File: src/rtl/ili9341_panel_model_spi_byte_rx.sv
`default_nettype none
// ============================================================================
// Module   : spi_byte_rx
// Brief    : Oversampling SPI mode-0 byte receiver with fragment detection.
// Revision : 1.0
// ============================================================================
module spi_byte_rx #(
    parameter int SYNC_STAGES = 2
) (
    input  logic       sysclk,
    input  logic       rst_n,
    input  logic       spi_clk,
    input  logic       spi_cs_n,
    input  logic       spi_dc,
    input  logic       spi_din,
    output logic       byte_valid,
    output logic [7:0] byte_data,
    output logic       byte_is_data,
    output logic       frag_err
);

    logic [SYNC_STAGES-1:0] r_clk_sync;
    logic [SYNC_STAGES-1:0] r_cs_sync;
    logic [SYNC_STAGES-1:0] r_dc_sync;
    logic [SYNC_STAGES-1:0] r_din_sync;
    logic                   r_clk_d;
    logic                   r_cs_d;
    logic [6:0]             r_shift;
    logic [2:0]             r_cnt;

    logic w_clk_s;
    logic w_cs_s;
    logic w_clk_rise;
    logic w_cs_rise;

    assign w_clk_s    = r_clk_sync[SYNC_STAGES-1];
    assign w_cs_s     = r_cs_sync[SYNC_STAGES-1];
    assign w_clk_rise = w_clk_s & ~r_clk_d;
    assign w_cs_rise  = w_cs_s & ~r_cs_d;

    // All four lines share one synchronizer depth so din/dc stay aligned with the clock.
    always_ff @(posedge sysclk) begin
        if (!rst_n) begin
            r_clk_sync <= '0;
            r_cs_sync  <= '1;
            r_dc_sync  <= '0;
            r_din_sync <= '0;
            r_clk_d    <= 1'b0;
            r_cs_d     <= 1'b1;
        end else begin
            r_clk_sync <= {r_clk_sync[SYNC_STAGES-2:0], spi_clk};
            r_cs_sync  <= {r_cs_sync[SYNC_STAGES-2:0],  spi_cs_n};
            r_dc_sync  <= {r_dc_sync[SYNC_STAGES-2:0],  spi_dc};
            r_din_sync <= {r_din_sync[SYNC_STAGES-2:0], spi_din};
            r_clk_d    <= w_clk_s;
            r_cs_d     <= w_cs_s;
        end
    end

    always_ff @(posedge sysclk) begin
        if (!rst_n) begin
            r_shift      <= '0;
            r_cnt        <= '0;
            byte_valid   <= 1'b0;
            byte_data    <= '0;
            byte_is_data <= 1'b0;
            frag_err     <= 1'b0;
        end else begin
            byte_valid <= 1'b0;
            frag_err   <= 1'b0;
            if (w_cs_rise) begin
                r_cnt    <= '0;
                frag_err <= (r_cnt != 3'd0);
            end else if (w_clk_rise && !w_cs_s) begin
                r_shift <= {r_shift[5:0], r_din_sync[SYNC_STAGES-1]};
                r_cnt   <= r_cnt + 3'd1;
                if (r_cnt == 3'd7) begin
                    byte_valid   <= 1'b1;
                    byte_data    <= {r_shift, r_din_sync[SYNC_STAGES-1]};
                    byte_is_data <= r_dc_sync[SYNC_STAGES-1];
                end
            end
        end
    end

endmodule
`default_nettype wire

File: config.mk
export PLATFORM = sky130hd
export DESIGN_NAME = spi_byte_rx
export DESIGN_NICKNAME = d
export VERILOG_FILES = /design/src/rtl/ili9341_panel_model_spi_byte_rx.sv
export SDC_FILE = /design/constraint.sdc
export NUM_CORES = 1
export LEC_CHECK = 0
export ABC_AREA = 1
export CAP_MARGIN = 20
export CORE_UTILIZATION = 45
export CTS_CLUSTER_DIAMETER = 40
export DETAILED_ROUTE_END_ITERATION = 12
export GPL_TIMING_DRIVEN = 0
export PLACE_DENSITY = 0.74
export SYNTH_ARGS = -nofsm -noshare
export SYNTH_HDL_FRONTEND = slang
export SYNTH_SLANG_ARGS = --single-unit
export TNS_END_PERCENT = 50
File: constraint.sdc
create_clock -name sysclk -period 1.56 [get_ports sysclk]
set_clock_uncertainty 0.15 [all_clocks]
set_input_delay 0.156 -clock sysclk [delete_from_list [all_inputs] [get_ports sysclk]]
set_output_delay 0.156 -clock sysclk [all_outputs]
set_load 0.01 [all_outputs]
==> results_dict.tcl, run 1 <==
set metrics [dict create \
    place_hpwl_mm 1.42 \
    synth_nets 161 \
    whs_path_depth 3 \
    path_depth 1 \
    ys_seq_area_share_pct 52.1 \
    synth_area_sq_um 1190 \
    crit_buf_inv 1 \
    path_class "reg2out" \
    grt_use_met2_pct 29.2 \
    clkLatencyLatePin_ns 0.32 \
    finalSetupViolCount 0 \
    nFillCells 226 \
    finalCritPeriodShare_pct 97.2 \
    ys.flop_type "dfxtp_1" \
    viasPerCell 4.60 \
    crit_path_end_kind "output pin" \
    htreeDepth 2 \
    grt_use_met3_pct 7.76 \
    period_needed_ns 1.52 \
    numPortBuffers 15 \
    slowest_stage "clkdlybuf4s50_1" \
    grt_use_total_pct 17.0 \
    outcome "finished, final reports clean" \
    holdWs_ns 0.210 \
    root_buffer "clkbuf_4" \
    synth_cells 152 \
    gp_congestion 0.793 \
    drt_wl_total_mm 2.00 \
    synth_top_area_share_pct 52.1 \
    maxCapViolCount 0 \
    drive_above_1_share_pct 9.71 \
    dp.cells 197 \
    drcViolationCount 0 \
    worstPathArrival_ns 1.21 \
    worst_slack_ns 0.0441 \
    hold_violations 0 \
    clkSinkCount 31 \
    power_density_nw_per_um2 879 \
    antennaDiodeCount 0 \
    synthTopCellsByCount "nand2_1 (36), dfxtp_1 (31), inv_1 (26)" \
    drt-initial-drc-count 18 \
    grt_max_degree 11 \
    grt_pass1_wl_mm 3.32 \
    slew_viol_final 0 \
    avgRoutedWirePerCell_microns 9.77 \
    cts_buffers 5 \
    ant_nets 0 \
    met1_usage_pct 17.2 \
    initial_core_util_pct 47.6 \
    io-pin-count 17 \
    top_usage_layer "met2" \
    grt_antenna_before_repair 0 \
    cts_tree "done" \
    rows 18 \
    cp-start-kind "flop" \
    yosysUniqueCellTypes 18 \
    avgSynthCellArea_sq_um 7.84 \
    cts_buffer_depth 2 \
    areaGrowthSynthToFinish_pct 21.0 \
    fin_nets 185 \
    synth_edf_count 0 \
    critical-path-top-delay-family "buffers and inverters" \
    yosys_warnings 0 \
    fp.dieW_microns 53.5 \
    peakVddDrop_mv 0.613 \
    postSynth.asyncResetShare_pct 0 \
    core-area_sq_um 2500 \
    grt_pass1_vias 796 \
    rsz0062_at_grt "no" \
    max_stage_delay_ns 0.55 \
    dieArea_sq_um 2860 \
    yosysTopAreaCell "dfxtp_1" \
    final_cells 205 \
    path_max_fanout 2 \
    overflow 0 \
    hold_class "in2reg" \
    synth.most_common_cell "nand2_1" \
    synth-seq-cells 31 \
    slew_headroom_pct 76.2 \
    die_y_microns 53.5 \
    worstMarginPinSlew_ns 0.357 \
    p_leak_nw 0.648 \
    path_cells "clkdlybuf4s50_1" \
    place_ws_ns 0.114 \
    path_clk_slew_ns 0.09 \
    required_ns 1.25 \
    vias 942 \
    clock.fmax_mhz 660 \
    rr_worst_depth 7 \
    yosys-top-cells-area "dfxtp_1 (52%), nand2_1 (11%), inv_1 (8.2%)" \
    first_pass_iters 5 \
    tns_ns 0 \
]
[flip-flops by register name, summed over array words and instances (netlist names)]
signal        flops
byte_is_data      1
r_cs_d            1
r_din_sync        2
r_clk_d           1
r_shift           7
byte_data         8
byte_valid        1
frag_err          1
r_cnt             3
r_clk_sync        2
r_dc_sync         2
r_cs_sync         2
[kinds of logic (layout without fill, tap and decap cells)]
| group | count (synthesis) | after routing | share of synthesized area, % |
|---|---|---|---|
| AOI/OAI and AO/OA | 10 | 10 | 4.20 |
| buffers and inverters | 33 | 55 | 12.5 |
| DFF | 31 | 31 | 52.1 |
| and+or+nand+nor | 75 | 76 | 28.0 |
| adders and majority gates | 3 | 3 | 3.15 |
[cells in the final DEF, fill, tap and decap left out, drive strengths merged]
master          n
clkinv          1
ha              3
o21ai           2
a21oi           8
nand4           9
clkbuf          6
nand2          36
dlymetal6s2s    2
dlygate4sd3     1
dfxtp          31
nand3           1
nor3            1
buf             6
or2             2
nor2           27
inv            26
clkdlybuf4s50  13
[power breakdown]
part           switching [mW]  internal [mW]  leakage (nW)
logic                  0.0334         0.0277         0.372
clock network           0.238          0.160        0.0242
registers             0.00474          0.802         0.252
[cell type report]
class                   instances  area (sq um)  share of cell area [%]
plain buffers                   6          47.5                    3.30
multi-input cells              89           428                    29.7
well taps                      30          37.5                    2.60
clock buffers                   6          41.3                    2.86
repair buffers                 16           165                    11.5
inverters                      27           101                    7.03
flip-flops and latches         31           621                    43.1
[worst paths after layout]
check | start | endpoint | slack, ns
max | byte_is_data | byte_is_data | 0.04
min | spi_dc | r_dc_sync[0] | 0.21
max reg2reg | r_cnt[0] | byte_data[7] | 0.17
min reg2reg | r_dc_sync[0] | r_dc_sync[1] | 0.26
[repair_timing]
action,4_1_cts,5_1_grt
setup endpoints to repair,0,8
hold buffers,1,0
resized for setup,0,3
buffers inserted,0,0
endpoints found under the hold margin,8,0
[per-layer routing]
layer  wire, microns  share of wire (%)  vias to the layer above
met5               0                  0                        -
met1             843                 42                      403
met3             142                7.1                        6
met2             979                 49                       28
li1                -                  -                      505
met4              37                1.8                        0
[per-stage QoR]
step / power, mW / cell area [sq um] / utilization, %
after detailed placement: 0.886 / 1380 / 55.2
after floorplan: 0.865 / 1190 / -
after global routing: 1.33 / 1440 / 57.7
after CTS: 1.28 / 1430 / 57.2
final: 1.27 / 1440 / 57.7
after global placement: 0.883 / 1380 / 55.2
(Power assumes the default switching activity.)
==> run 2, diff against run 1 <==
Settings changed: PLACE_DENSITY 0.74 to 0.64, SKIP_CTS_REPAIR_TIMING set to 1.
==> run 2 against run 1 <==
Compared with the run above: via count increased by 1.6%; global-route usage increased by 0.85 points; worst setup slack improved by 0.014 ns; total power increased by 9.8%; fmax increased by 0.92%; combinational power decreased by 1%; sequential share of layout area decreased by 1.2 points; non-clock buffer count unchanged; critical endpoint is now byte_data[0]; largest power group unchanged.
==> results_dict.tcl, run 2 (synthesized netlist as in run 1, its figures left out) <==
set metrics [dict create \
    outcome "finished, final reports clean" \
    maxCapViolCount 0 \
    htreeDepth 2 \
    layout_commonest_cell "nand2_1" \
    peakVddDrop_mv 0.759 \
    critical-path-top-delay-family "buffers and inverters" \
    cp-endpoint "byte_data[0]" \
    path_class "reg2out" \
    initial_core_util_pct 47.6 \
    viasPerCell 4.62 \
    top_regs "byte_data: 8 flops, r_shift: 7 flops, r_cnt: 3 flops" \
    tns_ns 0 \
    clkSinkCount 31 \
    io-pin-count 17 \
    cts_buffers 5 \
    path_depth 1 \
    p_sw_mw 0.296 \
    clkLatencyLatePin_ns 0.32 \
    worstMarginPinSlew_ns 0.326 \
    clock.fmax_mhz 666 \
    grt_pass1_wl_mm 3.46 \
    slowest_stage "clkdlybuf4s50_1" \
    crit_path_end_kind "output pin" \
    drt-initial-drc-count 11 \
    grt_antenna_before_repair 0 \
    avgRoutedWirePerCell_microns 9.99 \
    period_needed_ns 1.50 \
    dieArea_sq_um 2860 \
    drive_above_1_share_pct 10.7 \
    clkPwrFrac_pct 37.6 \
    drt_wl_total_mm 2.07 \
    r2r_start "r_cnt[0]" \
    hold_class "in2reg" \
    p_int_mw 1.10 \
    path_cells "clkdlybuf4s50_1" \
    numPortBuffers 15 \
    largest_register "byte_data" \
    place_hpwl_mm 1.45 \
    worstPathArrival_ns 1.20 \
    combPwrFrac_pct 4.3 \
    crit_start "byte_data[0]" \
    finalSetupViolCount 0 \
    multiInputGateArea_sq_um 428 \
    cp-start-kind "flop" \
    seqCellArea_sq_um 621 \
    fp.dieW_microns 53.5 \
    grt_use_total_pct 17.8 \
    final_cell_mix "nand2_1 (36), dfxtp_1 (31), inv_1 (25)" \
    max_stage_delay_ns 0.53 \
    rows 18 \
    vias 957 \
    p_seq_share_pct 58.0 \
    cts_tree "done" \
    rsz0062_at_grt "no" \
    gp_congestion 0.736 \
    grt_pass1_vias 889 \
    cts_buffer_depth 2 \
    path_clk_slew_ns 0.10 \
    antennaDiodeCount 0 \
    grt_max_degree 11 \
    finalCritPeriodShare_pct 96.3 \
    power_density_nw_per_um2 939 \
    core-area_sq_um 2500 \
    required_ns 1.25 \
    largest_register_ffs 8 \
    slew_headroom_pct 78.3 \
    reg2reg_slack_ns 0.14 \
    overflow 0 \
    fin_nets 185 \
    power_mw 1.39 \
    first_pass_iters 5 \
    switching_share_pct 21.2 \
    slew_viol_final 0 \
    path_max_fanout 2 \
    die_y_microns 53.5 \
    rr_worst_depth 7 \
    p_leak_nw 0.756 \
    crit_buf_inv 1 \
    ant_nets 0 \
    root_buffer "clkbuf_4" \
    areaGrowthSynthToFinish_pct 24.4 \
    nFillCells 234 \
    r2r_end "byte_data[3]" \
    hold_violations 0 \
    drcViolationCount 0 \
]
run 2: cell count changes in the layout (fill, tap and decap cells not counted):
cell / previous run / this run
clkdlybuf4s50_1: 13 / 8
dlymetal6s2s_1: 2 / 7
clkbuf_8: 0 / 2
run 2: worst register-to-register path, delay by kind of cell (launching register included):
family	cells	cell delay (ns)
buffers and inverters	2	0.28
and+or+nand+nor	3	0.21
adders and majority gates	2	0.38
DFF	1	0.32
run 2: area by class of cell:
cell class / count / area share, %
plain buffers: 6 / 3.21
clock buffers: 8 / 4.65
inverters: 27 / 6.84
multi-input cells: 89 / 28.9
flip-flops and latches: 31 / 41.9
well taps: 30 / 2.53
repair buffers: 16 / 12.0
run 2: worst min path at each step:
stage | startpoint | end | depth (start not counted)
6_report | spi_dc | r_dc_sync[0] | 3
5_1_grt | spi_dc | r_dc_sync[0] | 3
4_1_cts | rst_n | byte_data[6] | 3
3_5_place_dp | r_clk_sync[0] | r_clk_sync[1] | 2
3_3_place_gp | r_clk_sync[0] | r_clk_sync[1] | 2
2_1_floorplan | spi_clk | r_clk_sync[0] | 2
run 2: layer usage:
layer / up-vias / routed length (microns) / GRT usage [%]
met5: - / 0 / 0
met4: 0 / 42 / 10.5
met3: 7 / 88 / 6.03
met2: 18 / 1010 / 30.6
met1: 420 / 926 / 18.4
li1: 512 / - / -
run 2: power by group through the flow:
| stage | combinational [mW] | sequential [mW] | clock (mW) |
|---|---|---|---|
| floorplan | 0.0405 | 0.825 | 0 |
| global placement | 0.0580 | 0.826 | 0 |
| detailed placement | 0.0589 | 0.826 | 0 |
| CTS | 0.0591 | 0.807 | 0.548 |
| global route | 0.0699 | 0.809 | 0.582 |
| finish | 0.0604 | 0.807 | 0.523 |
run 2: stage by stage:
step	util [%]	instances	area [sq um]	hold slack [ns]	setup slack, ns
after floorplan	-	152	1190	0.104	0.218
after global placement	55.2	197	1380	0.243	0.148
after detailed placement	55.2	197	1380	0.250	0.0909
after CTS	57.9	205	1450	-0.0869	0.0271
after global routing	59.3	207	1480	0.189	0.0108
final	59.3	207	1480	0.195	0.0579
==> RTL edit: new RTL, flow settings as in run 2 <==
Register the output `byte_data` once more; this adds one clock of latency there. The other outputs are not delayed to match.
--- a/src/rtl/ili9341_panel_model_spi_byte_rx.sv
+++ b/src/rtl/ili9341_panel_model_spi_byte_rx.sv
@@ -18,6 +18,8 @@
     output logic       byte_is_data,
     output logic       frag_err
 );
+
+    logic [7:0] byte_data_s0;
 
     logic [SYNC_STAGES-1:0] r_clk_sync;
     logic [SYNC_STAGES-1:0] r_cs_sync;
@@ -62,7 +64,7 @@
             r_shift      <= '0;
             r_cnt        <= '0;
             byte_valid   <= 1'b0;
-            byte_data    <= '0;
+            byte_data_s0 <= '0;
             byte_is_data <= 1'b0;
             frag_err     <= 1'b0;
         end else begin
@@ -76,13 +78,17 @@
                 r_cnt   <= r_cnt + 3'd1;
                 if (r_cnt == 3'd7) begin
                     byte_valid   <= 1'b1;
-                    byte_data    <= {r_shift, r_din_sync[SYNC_STAGES-1]};
+                    byte_data_s0 <= {r_shift, r_din_sync[SYNC_STAGES-1]};
                     byte_is_data <= r_dc_sync[SYNC_STAGES-1];
                 end
             end
         end
     end
 
+    always_ff @(posedge sysclk) begin
+        byte_data <= byte_data_s0;
+    end
+
 endmodule
 `default_nettype wire
 
Function: no difference found for any inputs over 10 cycles, from zero or initial values and one cycle with rst_n low; that may be too few to reach the edited logic, so the function may still have changed.
==> RTL edit against run 2 <==
- cell count grew 2.4%
- clock power decreased by 2%
- synthesized area grew 12%
- sequential share of layout area grew 6.3 points
- power is 14% higher
- setup slack worse by 4.4 ps
- routed wire length increased by 5.9%
- sequential cell count rose by 8
- die area grew 11%
- synthesized cell count increased by 2.0%
- design area is 9.7% higher
==> RTL edit: results (changes against run 2) <==
- Outcome: complete, no violations
- CP Launch Point: byte_data[6]$_DFF_P_
- Placed cells: 201 (+2.0%)
- Post-synthesis sequential area ratio: 58.6% (+6.5 points)
- Hold Crit Start: spi_clk
- Max VDD drop: 0.686 mV (-9.7%)
- Global-route wire length before repair: 3590 microns (+3.8%)
- Routed Wire Length: 2190 microns (+5.9%)
- Initial drt markers: 19 (+8)
- Reg2reg end: byte_data_s0[1]$_SDFFE_PN0P_
- WHS Endpoint: r_clk_sync[0]$_SDFF_PN0_
- Avg Inst Size Synth: 8.59 sq um (+9.6%)
- Number of global-route vias before repair: 857 (-3.6%)
- Worst slew margin: 77.9% (-0.34 points)
- Top cells by area, synth: dfxtp_1 (59%), nand2_1 (10%), inv_1 (6.2%), nor2_1 (5.4%), nand4_1 (4.2%)
- FF-to-FF setup slack: 100 ps (-40 ps)
- Commonest cells in the netlist: dfxtp_1 (39), nand2_1 (37), inv_1 (22)
- Share of cells above drive strength 1: 14.4% (+3.6 points)
- Leak pwr: 0.683 nW (-9.7%)
- Crit path to: byte_data[6]
- Fmax: 0.664 GHz (-0.29%)
- Layout net count: 190 (+2.7%)
- Clk slew on worst S/H paths: 110 ps
- Initial antenna violation count: 0 (unchanged)
- DR vias/cell: 4.67 (+0.91%)
- Via count: 989 (+3.3%)
- Dpl hpwl: 1510 microns (+4.2%)
- Placer Congestion: 0.716 (-2.7%)
- CP max FO: 1 (-1)
- GRT Util Overall: 15.2% (-2.6 points)
- Syn_nets: 164 (+1.9%)
- Setup WS pre-CTS: 47.9 ps (-43.0 ps)
- Largest net degree at the start of global routing: 12 (+1)
- Fillcell total: 240 (+2.6%)
- Biggest regs: byte_data x8, byte_data_s0 x8, r_shift x7
- Latest clock arrival within the worst-skew pair: 340 ps (+20 ps)
RTL edit: power by group:
group | switching [mW] | internal, mW
Clock | 0.306 | 0.209
Combinational | 0.0292 | 0.0235
Sequential | 0.00506 | 1.01
RTL edit: per-layer routing:
layer	global-route usage, %	vias to the layer above	wire length [microns]
met2	24.5	19	1080
met4	10.5	0	61
met5	0	-	0
met1	17.1	435	981
li1	-	527	-
met3	4.84	8	71
RTL edit: logic make-up after synthesis:
logic type	count (synthesis)	synth area share, %
buffers and inverters	30	9.49
AOI/OAI and AO/OA	11	4.14
adders and majority gates	3	2.82
and+or+nand+nor	72	24.9
DFF	39	58.6
RTL edit: final cells by class:
class | count | area (sq um) | share of cell area, %
inverter | 25 | 97.6 | 6.00
timing repair buffer | 18 | 178 | 10.9
tap | 31 | 38.8 | 2.39
sequential | 39 | 783 | 48.2
clock buffer | 6 | 51.3 | 3.16
multi-input combinational | 87 | 435 | 26.8
clock inverter | 1 | 5.00 | 0.308
buffer | 5 | 36.3 | 2.23
